==> src/rtl/riscv_test_monitor_if.sv <==
// Bus bundle between a core-side driver (master) and riscv_test_monitor (slave):
// fetch/writeback/store snoop inputs plus the verdict outputs.
interface riscv_test_monitor_if #(
  parameter int XLEN = 32
);
  logic            start;
  logic [XLEN-1:0] pc;
  logic            pc_valid;
  logic            rd_we;
  logic [4:0]      rd_addr;
  logic [XLEN-1:0] rd_wdata;
  logic            st_we;
  logic [XLEN-1:0] st_addr;
  logic [XLEN-1:0] st_wdata;
  logic            busy;
  logic            done;
  logic            pass;
  logic            fail;
  logic            timeout;
  logic [XLEN-1:0] fail_code;
  logic [31:0]     cycle_count;

  modport master (
    output start, pc, pc_valid, rd_we, rd_addr, rd_wdata, st_we, st_addr, st_wdata,
    input  busy, done, pass, fail, timeout, fail_code, cycle_count
  );

  modport slave (
    input  start, pc, pc_valid, rd_we, rd_addr, rd_wdata, st_we, st_addr, st_wdata,
    output busy, done, pass, fail, timeout, fail_code, cycle_count
  );
endinterface

==> src/rtl/riscv_test_monitor.sv <==
// Pass/fail/timeout monitor for riscv-tests runs: tracks the result register and end-of-test PC.
// Optional macro TOHOST_EN: a non-zero store to TOHOST_ADDR ends the test directly.
module riscv_test_monitor #(
  parameter int              XLEN           = 32,
  parameter logic [XLEN-1:0] DONE_PC        = 'h44,
  parameter int              RESULT_REG     = 3,
  parameter logic [XLEN-1:0] PASS_VALUE     = 'h1,
  parameter int              SETTLE_CYCLES  = 4,
  parameter int              TIMEOUT_CYCLES = 6000,
  parameter logic [XLEN-1:0] TOHOST_ADDR    = 'h1000
) (
  input logic                  clk,
  input logic                  rst,
  riscv_test_monitor_if.slave  bus
);

  typedef enum logic [1:0] {IDLE, RUN, SETTLE, VERDICT} state_t;

  state_t          state, state_nxt;
  logic [3:0]      settle_cnt;
  logic [XLEN-1:0] shadow;
  logic            to_flag;
  logic            th_flag;
  logic [XLEN-1:0] th_val;
  logic            busy_c;
  logic            done_r, pass_r, fail_r, timeout_r;
  logic [XLEN-1:0] fail_code_r;
  logic [31:0]     cycle_count_r;

  logic            done_pc_hit;
  logic            timer_hit;
  logic            settle_last;
  logic            rd_hit;
  logic            tohost_hit;
  logic [XLEN-1:0] tohost_data;

  function automatic logic [31:0] sat_inc(input logic [31:0] v);
    return (v == 32'hFFFF_FFFF) ? v : v + 32'd1;
  endfunction

  assign done_pc_hit = bus.pc_valid && (bus.pc == DONE_PC);
  // This RUN cycle is the TIMEOUT_CYCLES-th one: counter lands exactly on the limit.
  assign timer_hit   = (cycle_count_r >= 32'(TIMEOUT_CYCLES - 1));
  assign settle_last = (settle_cnt == 4'(SETTLE_CYCLES - 1));
  assign rd_hit      = bus.rd_we && (bus.rd_addr == 5'(RESULT_REG)) && (bus.rd_addr != 5'd0);

`ifdef TOHOST_EN
  assign tohost_hit  = bus.st_we && (bus.st_addr == TOHOST_ADDR) && (bus.st_wdata != '0);
  assign tohost_data = bus.st_wdata;
`else
  logic unused_st;
  assign unused_st   = ^{bus.st_we, bus.st_addr, bus.st_wdata, TOHOST_ADDR};
  assign tohost_hit  = 1'b0;
  assign tohost_data = '0;
`endif

  always_ff @(posedge clk or posedge rst) begin
    if (rst) state <= IDLE;
    else     state <= state_nxt;
  end

  always_comb begin
    state_nxt = state;
    if (bus.start) begin
      state_nxt = RUN;
    end else begin
      case (state)
        IDLE:    state_nxt = IDLE;
        RUN: begin
          if (tohost_hit)       state_nxt = VERDICT;
          else if (done_pc_hit) state_nxt = (SETTLE_CYCLES == 0) ? VERDICT : SETTLE;
          else if (timer_hit)   state_nxt = VERDICT;
        end
        SETTLE:  if (settle_last) state_nxt = VERDICT;
        VERDICT: state_nxt = IDLE;
        default: state_nxt = IDLE;
      endcase
    end
  end

  always_comb begin
    busy_c = (state == RUN) || (state == SETTLE);
  end

  // Tracking / verdict registers; the verdict is latched while in VERDICT so a
  // writeback on the last SETTLE cycle is already in the shadow copy.
  always_ff @(posedge clk or posedge rst) begin
    if (rst) begin
      settle_cnt    <= '0;
      shadow        <= '0;
      to_flag       <= 1'b0;
      th_flag       <= 1'b0;
      th_val        <= '0;
      done_r        <= 1'b0;
      pass_r        <= 1'b0;
      fail_r        <= 1'b0;
      timeout_r     <= 1'b0;
      fail_code_r   <= '0;
      cycle_count_r <= '0;
    end else if (bus.start) begin
      settle_cnt    <= '0;
      shadow        <= '0;
      to_flag       <= 1'b0;
      th_flag       <= 1'b0;
      th_val        <= '0;
      done_r        <= 1'b0;
      pass_r        <= 1'b0;
      fail_r        <= 1'b0;
      timeout_r     <= 1'b0;
      fail_code_r   <= '0;
      cycle_count_r <= '0;
    end else begin
      if (busy_c) begin
        cycle_count_r <= sat_inc(cycle_count_r);
        if (rd_hit) shadow <= bus.rd_wdata;
      end
      case (state)
        RUN: begin
          settle_cnt <= '0;
          to_flag    <= timer_hit && !done_pc_hit && !tohost_hit;
          th_flag    <= tohost_hit;
          th_val     <= tohost_data;
        end
        SETTLE: settle_cnt <= settle_cnt + 4'd1;
        VERDICT: begin
          done_r <= 1'b1;
          if (th_flag) begin
            pass_r      <= (th_val == XLEN'(1));
            fail_r      <= (th_val != XLEN'(1));
            timeout_r   <= 1'b0;
            fail_code_r <= (th_val == XLEN'(1)) ? '0 : (th_val >> 1);
          end else if (to_flag) begin
            pass_r      <= 1'b0;
            fail_r      <= 1'b1;
            timeout_r   <= 1'b1;
            fail_code_r <= '0;
          end else begin
            pass_r      <= (shadow == PASS_VALUE);
            fail_r      <= (shadow != PASS_VALUE);
            timeout_r   <= 1'b0;
            fail_code_r <= (shadow == PASS_VALUE) ? '0 : shadow;
          end
        end
        default: ;
      endcase
    end
  end

  assign bus.busy        = busy_c;
  assign bus.done        = done_r;
  assign bus.pass        = pass_r;
  assign bus.fail        = fail_r;
  assign bus.timeout     = timeout_r;
  assign bus.fail_code   = fail_code_r;
  assign bus.cycle_count = cycle_count_r;

endmodule
==> src/flat_wrapper.sv <==
// flat-port wrapper written by rule: the top's interface ports become plain ports
module riscv_test_monitor_flat 
#(
  parameter int              XLEN           = 32,
  parameter logic [XLEN-1:0] DONE_PC        = 'h44,
  parameter int              RESULT_REG     = 3,
  parameter logic [XLEN-1:0] PASS_VALUE     = 'h1,
  parameter int              SETTLE_CYCLES  = 4,
  parameter int              TIMEOUT_CYCLES = 6000,
  parameter logic [XLEN-1:0] TOHOST_ADDR    = 'h1000
)
  (clk, rst, bus_start, bus_pc, bus_pc_valid, bus_rd_we, bus_rd_addr, bus_rd_wdata, bus_st_we, bus_st_addr, bus_st_wdata, bus_busy, bus_done, bus_pass, bus_fail, bus_timeout, bus_fail_code, bus_cycle_count);
  riscv_test_monitor_if #(.XLEN(XLEN)) bus_i ();
  input logic clk;
  input logic rst;
  input wire logic [$bits(bus_i.start)-1:0] bus_start;
  input wire logic [$bits(bus_i.pc)-1:0] bus_pc;
  input wire logic [$bits(bus_i.pc_valid)-1:0] bus_pc_valid;
  input wire logic [$bits(bus_i.rd_we)-1:0] bus_rd_we;
  input wire logic [$bits(bus_i.rd_addr)-1:0] bus_rd_addr;
  input wire logic [$bits(bus_i.rd_wdata)-1:0] bus_rd_wdata;
  input wire logic [$bits(bus_i.st_we)-1:0] bus_st_we;
  input wire logic [$bits(bus_i.st_addr)-1:0] bus_st_addr;
  input wire logic [$bits(bus_i.st_wdata)-1:0] bus_st_wdata;
  output wire logic [$bits(bus_i.busy)-1:0] bus_busy;
  output wire logic [$bits(bus_i.done)-1:0] bus_done;
  output wire logic [$bits(bus_i.pass)-1:0] bus_pass;
  output wire logic [$bits(bus_i.fail)-1:0] bus_fail;
  output wire logic [$bits(bus_i.timeout)-1:0] bus_timeout;
  output wire logic [$bits(bus_i.fail_code)-1:0] bus_fail_code;
  output wire logic [$bits(bus_i.cycle_count)-1:0] bus_cycle_count;
  assign bus_i.start = bus_start;
  assign bus_i.pc = bus_pc;
  assign bus_i.pc_valid = bus_pc_valid;
  assign bus_i.rd_we = bus_rd_we;
  assign bus_i.rd_addr = bus_rd_addr;
  assign bus_i.rd_wdata = bus_rd_wdata;
  assign bus_i.st_we = bus_st_we;
  assign bus_i.st_addr = bus_st_addr;
  assign bus_i.st_wdata = bus_st_wdata;
  assign bus_busy = bus_i.busy;
  assign bus_done = bus_i.done;
  assign bus_pass = bus_i.pass;
  assign bus_fail = bus_i.fail;
  assign bus_timeout = bus_i.timeout;
  assign bus_fail_code = bus_i.fail_code;
  assign bus_cycle_count = bus_i.cycle_count;
  riscv_test_monitor #(.XLEN(XLEN), .DONE_PC(DONE_PC), .RESULT_REG(RESULT_REG), .PASS_VALUE(PASS_VALUE), .SETTLE_CYCLES(SETTLE_CYCLES), .TIMEOUT_CYCLES(TIMEOUT_CYCLES), .TOHOST_ADDR(TOHOST_ADDR)) u_core (.clk(clk), .rst(rst), .bus(bus_i));
endmodule
==> config.mk <==
export PLATFORM = sky130hd
export DESIGN_NAME = riscv_test_monitor_flat
export DESIGN_NICKNAME = d
export VERILOG_FILES = /design/src/rtl/riscv_test_monitor_if.sv /design/src/rtl/riscv_test_monitor.sv /design/src/flat_wrapper.sv
export SDC_FILE = /design/constraint.sdc
export NUM_CORES = 1
export LEC_CHECK = 0
export BUFFER_PORTS_ARGS = -buffer_cell sky130_fd_sc_hd__buf_2
export CAP_MARGIN = 20
export CORE_MARGIN = 2
export CORE_UTILIZATION = 40
export CTS_CLUSTER_DIAMETER = 60
export DETAILED_ROUTE_END_ITERATION = 8
export HOLD_SLACK_MARGIN = 0.03
export PLACE_DENSITY = 0.76
export SLEW_MARGIN = 10
export SYNTH_ARGS = -nofsm -noshare
export SYNTH_HDL_FRONTEND = slang
export SYNTH_SLANG_ARGS = --single-unit
==> constraint.sdc <==
create_clock -name clk -period 3.9 [get_ports clk]
set_clock_uncertainty 0.1 [all_clocks]
set_input_delay 0.78 -clock clk [delete_from_list [all_inputs] [get_ports clk]]
set_output_delay 0.78 -clock clk [all_outputs]
set_load 0.1 [all_outputs]
==> run_results.csv, run 1 <==
group,metric,value,unit
logic_synthesis,synthCells,507,
logic_synthesis,synth_top_area_cell,"dfrtp_1",
global_route,grt_pass1_wl,21.5,mm
clock_tree,hold_buffers,0,
timing,hold_viol_final,0,
floorplanning,core,12500,um^2
critical_path,crit_fanout,14,
hold_path,min-delay-start,"u_core.bus.done",
clock_tree,cts.reportedPaths.clkPinSlew,0.08,ns
drt,vias,4561,
global_route,antenna_found_initial,0,
clock_tree,cts.path.max_buffers,2,
timing,setup_slack,0.730,ns
finish,n_antenna_cell,0,
drt,ant_nets,0,
global_route,grt_overflow,0,
hold_path,hold_path.class,"flop to flop",
place,gp_congestion,0.865,
place,place_ws,0.921,ns
pwr,p_comb_frac,0.238,
clock_tree,cts_resized,0,
critical_path,crit_path_end_kind,"output pin",
timing,setup_viol,0,
drt,drtPass1Iterations,5,
logic_synthesis,synth_edf_count,0,
place,dp_hpwl,9.52,mm
logic_synthesis,synth_top_area_frac,0.530,
clock_tree,cts.htree.levels,3,
timing,min_period,3.17,ns
critical_path,crit_type,"flop to output pin",
pwr,p_sw_frac,0.362,
floorplanning,fp-row-count,41,
job,maxCapViolCount,0,
clock_tree,cts_tree,"done",
pwr,p_total,0.00272,W
logic_synthesis,ys.flop_type,"dfrtp_1",
timing,worstMarginPinSlew,0.754,ns
pwr,p_clk_frac,0.329,
finish,layout.cells.non_filler,817,
drt,drt_iter0_drc,445,
clock_tree,clkLatencyLatePin,0.35,ns
pwr,seq_power_share,0.433,
logic_synthesis,syn-num-nets,652,
drt,remaining_drc_errors,0,
finish,layout-drive-gt1-share,0.290,
logic_synthesis,ys_warn_count,0,
logic_synthesis,ys_ff_latch,107,
pwr,ir_worst_vdd,472,uV
critical_path,crit_required,3.02,ns
clock_tree,ctsRootBufferMaster,"clkbuf_16",
logic_synthesis,synth.most_common_cell,"dfrtp_1",
logic_synthesis,ys_seq_area_frac,0.530,
floorplanning,fp.dieH,116,um
drt,wirelength,13.5,mm
clock_tree,cts_setup_buffers,0,
floorplanning,start_util,0.406,
run_status,outcome,"finished clean",
timing,setup_tns,0,ns
clock_tree,cts_buffers,9,
logic_synthesis,netlist_top_cells_area,"dfrtp_1 53%, nand2_1 5.9%, a22o_1 5.5%",
logic_synthesis,synth.distinct_cells,52,
finish,fin_nets,785,
timing,finalCritPeriodShare,0.813,
timing,slew_viol_final,0,
critical_path,regToRegSetupSlack,1.04,ns
logic_synthesis,synthTopCellsByCount,"107 x dfrtp_1, 79 x nand2_1, 49 x a21oi_1",
logic_synthesis,syn_avg_cell_area,9.97,um^2
logic_synthesis,syn-cell-area,5060,um^2
critical_path,start_kind,"flop",
global_route,grt_pass1_vias,4459,
timing,rsz0062_at_grt,"false",
global_route,grt_start_max_net_pins,70,
floorplanning,chipWidth,116,um
pwr,internal-power,0.00174,W
drt,via_per_inst,5.58,
pwr,powerDensity,437,nW/um^2
pwr,p_leak,2.97,nW
timing,max_freq,315,MHz
logic_synthesis,async_reset_ff_frac,1.00,
place,port_buffers,142,
timing,slew_headroom,0.498,
floorplanning,die_area,13600,um^2
critical_path,reg2reg_from,"u_core.bus.cycle_count[0]",
clock_tree,cts.sinks,107,
critical_path,cp.arrival,2.29,ns
place,dp_cells,800,
finish,syn2layout_area_growth,23.4,%
floorplanning,ios,208,
global_route,track_usage,0.199,
pwr,power_switching,0.000986,W
drt,wl_per_cell,16.5,um
critical_path,startpoint,"u_core.state[0]",
cell usage in the layout (no fill, tap or decap), types with 4 or more instances in the layout:
cell,Yosys,layout
a21oi_1,49,49
clkbuf_16,0,9
or3_1,9,9
nor4b_1,5,5
and3_1,6,6
a31oi_1,4,4
buf_4,1,7
ha_1,6,6
o21ai_0,8,8
nand3_1,15,15
nor3_1,5,5
nand4_1,15,15
o31ai_1,5,5
nor2b_1,4,4
a22o_1,32,32
xnor2_1,9,9
nand2_1,79,79
or4_1,8,8
dfrtp_1,107,107
nor4_1,20,20
buf_2,0,142
nor2_1,32,31
mux2_2,4,4
xor2_1,6,6
inv_1,8,7
per-stage QoR:
step,hold slack [ns],util,instance area (um^2)
2_1_floorplan,0.388,-,5060
3_3_place_gp,0.376,0.476,5930
3_5_place_dp,0.388,0.476,5930
4_1_cts,0.406,0.499,6220
5_1_grt,0.420,0.500,6240
6_report,0.396,0.500,6240
path summary, 6_finish.rpt:
kind                                              endpoint  cells past startpoint
worst min register to register             u_core.bus.done                      2
min in group asynchronous                u_core.shadow[14]                      2
max in group asynchronous         u_core.bus.fail_code[30]                      3
worst min-delay path                       u_core.bus.done                      2
worst max-delay path                              bus_busy                      4
worst max register to register  u_core.bus.cycle_count[13]                      6
critical path: stages (launching register included):
cell and delay (ns):
dfrtp_1 0.45, inv_1 0.07, ha_1 0.55, clkinv_1 0.44, buf_2 0.43
sequential cells by signal (all words and copies together) (netlist names), 2 cells and up:
name	flops
u_core.bus.fail_code	32
u_core.settle_cnt	4
u_core.state	2
u_core.shadow	32
u_core.bus.cycle_count	32
power by group through the flow:
stage          clock network, W  registers (W)  logic, W
2_1_floorplan                 0        0.00133  0.000341
3_3_place_gp                  0        0.00120  0.000635
3_5_place_dp                  0        0.00120  0.000647
4_1_cts                0.000915        0.00118  0.000649
5_1_grt                0.000960        0.00118  0.000697
6_report               0.000896        0.00118  0.000649
routing by layer:
layer / part of all wire / track usage / wire length (um) / vias to the layer above
met5: 0 / 0 / 0 / -
met4: 0.014 / 0.0659 / 191 / 0
met3: 0.067 / 0.0415 / 900 / 21
met2: 0.50 / 0.343 / 6690 / 183
met1: 0.42 / 0.251 / 5700 / 2230
li1: - / - / - / 2127
layout make-up:
cell class                 instances  area, um^2
fill                            1180        6230
inverter                           9        36.3
tap                              172         215
clock inverter                     7        68.8
sequential                       107        2680
clock buffer                       9         225
multi-input combinational        363        2240
timing repair buffer             150         778
cell families after synthesis:
logic type	synth area share
multiplexers	0.0129
buffers and inverters	0.0297
flip-flops	0.530
AO/OA/AOI/OAI	0.156
AND/OR/NAND/NOR	0.231
XOR/XNOR	0.0260
adder cells (fa/ha/maj)	0.0148
No activity file was read; power rests on OpenSTA's default activity.
==> run 2, diff against run 1 <==
Settings changed: PLACE_DENSITY 0.76 to 0.73.
Clock period 3.9 ns to 3.1 ns, I/O delays scaled along.
==> run_results.csv, run 2 (synthesis gave the netlist of run 1 again) <==
group,metric,value,unit
floorplanning,fp-row-count,41,
clock_tree,cts_buffers,9,
clock_tree,clkLatencyLatePin,0.35,ns
critical_path,start_kind,"flop",
clock_tree,hold_buffers,0,
global_route,grt_use_met3,0.0415,
critical_path,reg2reg_from,"u_core.bus.cycle_count[0]",
job,maxCapViolCount,0,
critical_path,regToRegSetupSlack,0.59,ns
timing,setup_tns,0,ns
critical_path,crit_path_end_kind,"output pin",
floorplanning,ios,208,
finish,n_antenna_cell,0,
clock_tree,cts.path.max_buffers,2,
place,gp_congestion,0.899,
critical_path,crit_fanout,9,
clock_tree,cts.reportedPaths.clkPinSlew,0.07,ns
clock_tree,cts_tree,"done",
finish,layout_common_cells,"142 x buf_2, 107 x dfrtp_1, 79 x nand2_1, 49 x a21oi_1, 32 x a22o_1",
floorplanning,fp.dieH,116,um
timing,finalCritPeriodShare,0.850,
drt,wirelength,13.5,mm
finish,fin_area,6300,um^2
pwr,internal-power,0.00223,W
timing,min_period,2.63,ns
timing,hold_viol_final,0,
drt,drtPass1Iterations,5,
pwr,p_comb_frac,0.246,
global_route,grt_overflow,0,
hold_path,hold_path.class,"input port to async pin",
timing,slew_viol_final,0,
floorplanning,start_util,0.406,
critical_path,cp.arrival,1.91,ns
drt,drt_iter0_drc,302,
global_route,grt_use_met1,0.260,
timing,max_freq,380,MHz
global_route,grt_busiest_layer,"met2",
floorplanning,die_area,13600,um^2
pwr,powerDensity,548,nW/um^2
finish,layout-drive-gt1-share,0.297,
global_route,grt_start_max_net_pins,67,
critical_path,crit_required,2.38,ns
pwr,p_clk_frac,0.324,
timing,slew_headroom,0.548,
drt,wl_per_cell,16.3,um
clock_tree,cts_setup_buffers,0,
global_route,grtUsageMet2,0.356,
timing,setup_viol,0,
global_route,antenna_found_initial,0,
critical_path,crit_type,"flop to output pin",
pwr,ir_worst_vdd,668,uV
place,dpl_cell_area,6000,um^2
pwr,p_leak,3.01,nW
drt,remaining_drc_errors,0,
place,port_buffers,142,
global_route,track_usage,0.205,
pwr,seq_power_share,0.429,
pwr,power_switching,0.00123,W
finish,syn2layout_area_growth,24.7,%
timing,rsz0062_at_grt,"false",
clock_tree,cts_resized,0,
run_status,outcome,"finished clean",
critical_path,worstRegToRegCells,8,
global_route,grt_pass1_vias,4407,
finish,fin_nets,793,
floorplanning,chipWidth,116,um
drt,ant_nets,0,
place,dp_hpwl,9.60,mm
floorplanning,core,12500,um^2
global_route,grt_pass1_wl,22.1,mm
pwr,p_sw_frac,0.356,
timing,worstMarginPinSlew,0.672,ns
clock_tree,cts.sinks,107,
clock_tree,cts.htree.levels,3,
finish,mostFrequentLayoutCell,"buf_2",
drt,vias,4549,
drt,via_per_inst,5.51,
critical_path,timing.rr.end,"u_core.bus.cycle_count[11]",
clock_tree,ctsRootBufferMaster,"clkbuf_16",
run 2: worst max-delay path by stage:
stage	start	slack [ns]	depth (start not counted)	end
2_1_floorplan	u_core.bus.cycle_count[0]	0.11	8	u_core.bus.cycle_count[15]
3_3_place_gp	bus_rd_addr[3]	0.47	5	u_core.shadow[15]
3_5_place_dp	bus_rd_addr[3]	0.39	5	u_core.shadow[0]
4_1_cts	u_core.state[0]	0.47	4	bus_busy
5_1_grt	u_core.state[0]	0.40	4	bus_busy
6_report	u_core.state[0]	0.47	4	bus_busy
run 2: power groups by stage:
stage	Sequential, W	Clock, W	Combinational, W
after floorplan	0.00168	0	0.000429
after global placement	0.00151	0	0.000840
after detailed placement	0.00151	0	0.000851
after CTS	0.00148	0.00115	0.000852
after global routing	0.00149	0.00120	0.000915
final	0.00148	0.00112	0.000851
run 2: area by class of cell:
type | instances | area [um^2]
clock inverters | 5 | 43.8
repair buffers | 158 | 851
fillers | 1151 | 6160
well taps | 172 | 215
multi-input cells | 363 | 2240
clock buffers | 11 | 243
inverters | 9 | 37.5
flip-flops and latches | 107 | 2680
run 2: through the flow:
step / setup slack [ns] / hold WS [ns] / instances / power [W] / util
after global routing: 0.395 / 0.299 / 825 / 0.00360 / 0.506
after CTS: 0.473 / 0.289 / 824 / 0.00348 / 0.504
after global placement: 0.475 / 0.375 / 808 / 0.00235 / 0.481
after floorplan: 0.109 / 0.388 / 507 / 0.00210 / -
final: 0.466 / 0.268 / 825 / 0.00346 / 0.506
after detailed placement: 0.392 / 0.391 / 808 / 0.00236 / 0.481
run 2: worst max-delay path, cell delays in order (launching register included):
cell and delay [ns]:
dfrtp_1 0.42, inv_1 0.07, ha_1 0.32, clkinv_1 0.32, buf_2 0.42
run 2: layer usage:
metal / wire, um / vias up
met5: 0 / -
met4: 129 / 0
met3: 889 / 13
met2: 6670 / 183
met1: 5780 / 2206
li1: - / 2147
